## src/rtl/apb_mem_slave_param.sv

```systemverilog
// APB4 completer: flop word memory with byte strobes, WAIT_STATES extra access cycles, PSLVERR on bad address.
// Latency 2+WAIT_STATES cycles from setup. Outputs come from state only. Dropping PSEL aborts the transfer.
module apb_mem_slave_param #(
   parameter int DATA_WIDTH  = 32,
   parameter int ADDR_WIDTH  = 32,
   parameter int DEPTH       = 16,
   parameter int WAIT_STATES = 0,
   parameter int ERRCNT_W    = 8
) (
   input  logic                    PCLK,
   input  logic                    PRESET,
   input  logic                    PSEL,
   input  logic                    PENABLE,
   input  logic                    PWRITE,
   input  logic [ADDR_WIDTH-1:0]   PADDR,
   input  logic [DATA_WIDTH-1:0]   PWDATA,
   input  logic [DATA_WIDTH/8-1:0] PSTRB,
   output logic [DATA_WIDTH-1:0]   PRDATA,
   output logic                    PREADY,
   output logic                    PSLVERR,
   input  logic                    err_clr,
   output logic [ERRCNT_W-1:0]     err_cnt
);

   localparam int NB = DATA_WIDTH / 8;
   localparam int AL = $clog2(NB);
   localparam int IW = $clog2(DEPTH);
   localparam logic [ADDR_WIDTH-1:0] AMASK   = ADDR_WIDTH'((64'd1 << AL) - 64'd1);
   localparam logic [ADDR_WIDTH-1:0] DEPTH_A = ADDR_WIDTH'(DEPTH);
   localparam logic [3:0]            WS      = 4'(WAIT_STATES);

   typedef enum logic [1:0] {S_IDLE, S_WAIT, S_READY} state_t;

   state_t                state_q;
   logic [3:0]            cnt_q;
   logic                  err_q;
   logic                  wr_q;
   logic [IW-1:0]         idx_q;
   logic [DATA_WIDTH-1:0] wdata_q;
   logic [NB-1:0]         strb_q;
   logic [DATA_WIDTH-1:0] rdata_q;
   logic [ERRCNT_W-1:0]   errcnt_q;
   logic [ERRCNT_W-1:0]   errcnt_d;
   logic [DATA_WIDTH-1:0] mem_q [DEPTH];

   logic [ADDR_WIDTH-1:0] idx_full;
   logic [IW-1:0]         dec_idx;
   logic                  dec_err;
   logic [DATA_WIDTH-1:0] rd_word;
   logic                  complete;
   logic                  commit_d;

   assign idx_full = PADDR >> AL;
   assign dec_idx  = idx_full[IW-1:0];
   assign dec_err  = ((PADDR & AMASK) != '0) || (idx_full >= DEPTH_A);
   assign rd_word  = dec_err ? '0 : mem_q[dec_idx];

   assign complete = (state_q == S_READY) && PSEL && PENABLE;
   assign commit_d = complete && wr_q && !err_q;

   always_comb begin
      errcnt_d = errcnt_q;
      if (err_clr)
         errcnt_d = '0;
      else if (complete && err_q && (errcnt_q != '1))
         errcnt_d = errcnt_q + 1'b1;
   end

   always_ff @(posedge PCLK or posedge PRESET) begin
      if (PRESET) begin
         state_q <= S_IDLE;
         cnt_q   <= '0;
         err_q   <= 1'b0;
         wr_q    <= 1'b0;
         idx_q   <= '0;
         wdata_q <= '0;
         strb_q  <= '0;
         rdata_q <= '0;
      end else begin
         case (state_q)
            S_IDLE: begin
               if (PSEL && !PENABLE) begin
                  err_q   <= dec_err;
                  wr_q    <= PWRITE;
                  idx_q   <= dec_idx;
                  wdata_q <= PWDATA;
                  strb_q  <= PSTRB;
                  rdata_q <= PWRITE ? '0 : rd_word;
                  cnt_q   <= WS;
                  state_q <= (WS == 4'd0) ? S_READY : S_WAIT;
               end
            end
            S_WAIT: begin
               if (!PSEL)
                  state_q <= S_IDLE;
               else if (PENABLE) begin
                  if (cnt_q <= 4'd1)
                     state_q <= S_READY;
                  else
                     cnt_q <= cnt_q - 4'd1;
               end
            end
            S_READY: begin
               if (!PSEL || PENABLE)
                  state_q <= S_IDLE;
            end
            default: state_q <= S_IDLE;
         endcase
      end
   end

   always_ff @(posedge PCLK or posedge PRESET) begin
      if (PRESET) begin
         for (int i = 0; i < DEPTH; i++)
            mem_q[i] <= '0;
      end else if (commit_d) begin
         for (int b = 0; b < NB; b++)
            if (strb_q[b])
               mem_q[idx_q][b*8 +: 8] <= wdata_q[b*8 +: 8];
      end
   end

   always_ff @(posedge PCLK or posedge PRESET) begin
      if (PRESET)
         errcnt_q <= '0;
      else
         errcnt_q <= errcnt_d;
   end

   assign PREADY  = (state_q == S_READY);
   assign PSLVERR = PREADY && err_q;
   assign PRDATA  = PREADY ? rdata_q : '0;
   assign err_cnt = errcnt_q;

endmodule

```

## config.mk

```make
export PLATFORM = sky130hd
export DESIGN_NAME = apb_mem_slave_param
export DESIGN_NICKNAME = d
export VERILOG_FILES = /design/src/rtl/apb_mem_slave_param.sv
export SDC_FILE = /design/constraint.sdc
export NUM_CORES = 1
export LEC_CHECK = 0
export BUFFER_PORTS_ARGS = -buffer_cell sky130_fd_sc_hd__buf_2
export CAP_MARGIN = 5
export CORE_MARGIN = 2
export CORE_UTILIZATION = 30
export CTS_CLUSTER_DIAMETER = 150
export DETAILED_ROUTE_END_ITERATION = 8
export PLACE_DENSITY = 0.47
export SLEW_MARGIN = 20
export SYNTH_ARGS = -nofsm -noshare
export SYNTH_HDL_FRONTEND = slang
export SYNTH_SLANG_ARGS = --single-unit
```

## constraint.sdc

```tcl
create_clock -name PCLK -period 35.8 [get_ports PCLK]
set_clock_uncertainty 0.1 [all_clocks]
set_input_delay 3.58 -clock PCLK [delete_from_list [all_inputs] [get_ports PCLK]]
set_output_delay 3.58 -clock PCLK [all_outputs]
set_load 0.01 [all_outputs]
```

==> flow_metrics.tcl <==
set metrics [dict create \
    status "complete, no violations" \
    grt_overflow_total 0 \
    worstReg2RegEnd "rdata_q[13]$_DFFE_PP0P_" \
    start_kind "primary input" \
    tritoncts "built" \
    coreArea_um2 91800 \
    arrival_ns 6.82 \
    yosysSeqAreaShare_pct 53.56 \
    netlist_instances 2002 \
    drt_pass1_iterations 5 \
    initial_core_util_pct 30.28 \
    synth_top_area_share_pct 53.56 \
    root_buffer "clkbuf_16" \
    endpoint_kind "flop" \
    cts_hold_buf 0 \
    synth.area.top_cells "dfrtp_1 54%, mux2_2 21%, mux2i_1 9.3%" \
    layout_worst_path_cycle_share_pct 17.97 \
    grt_pass1_vias 18122 \
    worstHoldPathType "flop to flop" \
    ys.flop_type "dfrtp_1" \
    hold_depth 1 \
    synth_edf_count 0 \
    drcViolationCount 0 \
    clk_pin_slew_ns 0.06 \
    ys_warn_count 0 \
    die_y_um 308.4 \
    setup_viol 0 \
    reg2reg_slack_ns 31.75 \
    min_period_ns 6.432 \
    p_leak_nw 15.67 \
    avgSynthCellArea_um2 13.89 \
    critPathKind "primary input to flop" \
    worstSetupStartpoint "PSEL" \
    io_buffers 115 \
    dp_hpwl_mm 48.57 \
    switchingPower_mw 0.4841 \
    switching_share_pct 28.79 \
    dp.cells 3259 \
    grt_pass1_wl_mm 118.3 \
    max_clock_freq_ghz 0.1555 \
    r2r_start "state_q[1]$_DFFE_PP0P_" \
    postPlaceCellArea_um2 29630 \
    die-area_um2 95120 \
    place_congestion 0.7575 \
    area_delta_synth_final_pct 14.74 \
    htree_num_levels 3 \
    yosysUniqueCellTypes 46 \
    layout_setup_ws_ns 29.37 \
    combPwrFrac_pct 8.8 \
    antenna_found_initial 9 \
    powerDensity_nw_per_um2 52.71 \
    rsz0062_at_grt "no" \
    layout_common_cells "594 x dfrtp_1, 524 x mux2_2, 257 x mux2i_1, 113 x buf_2, 71 x clkbuf_16" \
    viasPerCell 5.034 \
    drt-wirelength-per-cell_um 23.28 \
    max-vdd-ir-drop_v 0.00002546 \
    p_clk_share_pct 42.3 \
    num_vias 17009 \
    ys_async_sr_fraction_pct 100.0 \
    hold_path_startpoint "mem_q[61]$_DFFE_PP0P_" \
    syn_area_um2 27800 \
    crit_path_max_fanout 66 \
    fin_nets 2164 \
    syn_nets 2078 \
    internal-power_mw 1.197 \
    insertion_delay_ns 0.60 \
    cts_resized 0 \
    grt_max_degree 163 \
    hold_ws_ns 0.3843 \
    final_cells 3379 \
    die_w_um 308.4 \
    clockBufferDepth 3 \
    final_common_cell "dfrtp_1" \
    core.rowCount 111 \
    cts_buffers 70 \
    ys_ff_latch 595 \
    fin_area_um2 31900 \
    cts_setup_buffers 0 \
    ios 116 \
    ant_nets 0 \
    whs_endpoint "mem_q[61]$_DFFE_PP0P_" \
    max_slew_margin_pct 27.58 \
    wirelength_mm 78.68 \
    hold_viol_final 0 \
    cap_violations 0 \
    setup-tns-final_ns 0 \
    power_frac_seq_pct 48.9 \
    initialDrtViolationCount 915 \
    yosys.area.top_type "dfrtp_1" \
    worst_r2r_path_depth 7 \
    worst_pin_slew_ns 1.086 \
    required_ns 36.19 \
    track_usage_pct 16.67 \
    drv_slew 0 \
    dp_slack_ns 28.72 \
    cts.sinks 595 \
    drive_above_1_share_pct 39.81 \
]
## cell type report
class / count / area, um2
diodes: 1 / 2.502
inverters: 4 / 22.52
fillers: 8947 / 59900
well taps: 1243 / 1555
multi-input cells: 1278 / 12380
clock inverters: 14 / 201.4
repair buffers: 139 / 780.7
clock buffers: 105 / 2064
flip-flops and latches: 595 / 14890
## worst max-delay path, stage by stage
cell      delay (ns)
buf_2           0.10
nor2b_1         0.20
ha_4            0.26
buf_4           0.84
nor4b_2         0.37
nand4_1         0.14
or3_2           0.88
a211oi_1        0.41
## per-layer routing
metal | track usage, % | vias to the layer above | wire [um]
li1 | - | 7558 | -
met1 | 22.16 | 8945 | 35220
met2 | 26.93 | 367 | 36970
met3 | 3.216 | 137 | 3937
met4 | 6.126 | 2 | 2532
met5 | 0 | - | 13
## kinds of logic after synthesis
kind of cell	after synthesis	synth area share, %
compound gates	203	5.423
xor+xnor	4	0.1260
fa+ha+maj	2	0.08999
buf+inv	129	2.084
flops	595	53.56
mux	810	31.65
simple gates	259	7.070
## metrics by stage
stage	util, %	power [mW]
floorplan	-	0.8978
global placement	32.27	0.9781
detailed placement	32.27	0.9855
CTS	34.74	1.708
global route	34.75	1.758
finish	34.75	1.681
## worst max path at each step
| stage | slack [ns] | end | cells past startpoint |
|---|---|---|---|
| after CTS | 29.38 | rdata_q[15]$_DFFE_PP0P_ | 8 |
| final | 29.37 | rdata_q[13]$_DFFE_PP0P_ | 8 |
| after detailed placement | 28.72 | rdata_q[13]$_DFFE_PP0P_ | 8 |
| after floorplan | 15.47 | err_cnt[0]$_DFFE_PP0P_ | 1 |
| after global routing | 29.15 | rdata_q[14]$_DFFE_PP0P_ | 8 |
| after global placement | 28.92 | rdata_q[23]$_DFFE_PP0P_ | 8 |
## synthesized netlist by cell type (5+ instances only)
master    number
nand2b_1      34
nor2_2        15
a22oi_1       64
nor3_1        33
o211ai_1      32
nor2_8        26
dfrtp_1      595
nor2_4        23
mux2_2       524
mux2i_1      257
nand3b_1       5
o22ai_1       32
buf_6          6
a221oi_1      32
nand4_1        5
buf_1         37
buf_2         34
mux2_1        29
a211oi_1      32
nor2_1        40
nand3_1        5
clkbuf_1      46
and2_1        35
nand2_2        6
nor4_1         5
nand2_1        7
## registers in the layout, summed over array words and instances, names as in the netlist
signal / flops
wdata_q: 32
err_cnt: 8
wr_q: 1
err_q: 1
mem_q: 512
idx_q: 4
state_q: 1
strb_q: 4
rdata_q: 32
## power groups by stage
stage                     clock network, mW  registers [mW]  logic, mW
after floorplan                           0           0.751      0.147
after global placement                    0           0.831      0.147
after detailed placement                  0           0.835      0.150
after CTS                             0.734           0.823      0.151
after global routing                  0.763           0.835      0.160
final                                 0.711           0.822      0.148
(Power assumes the default switching activity.)
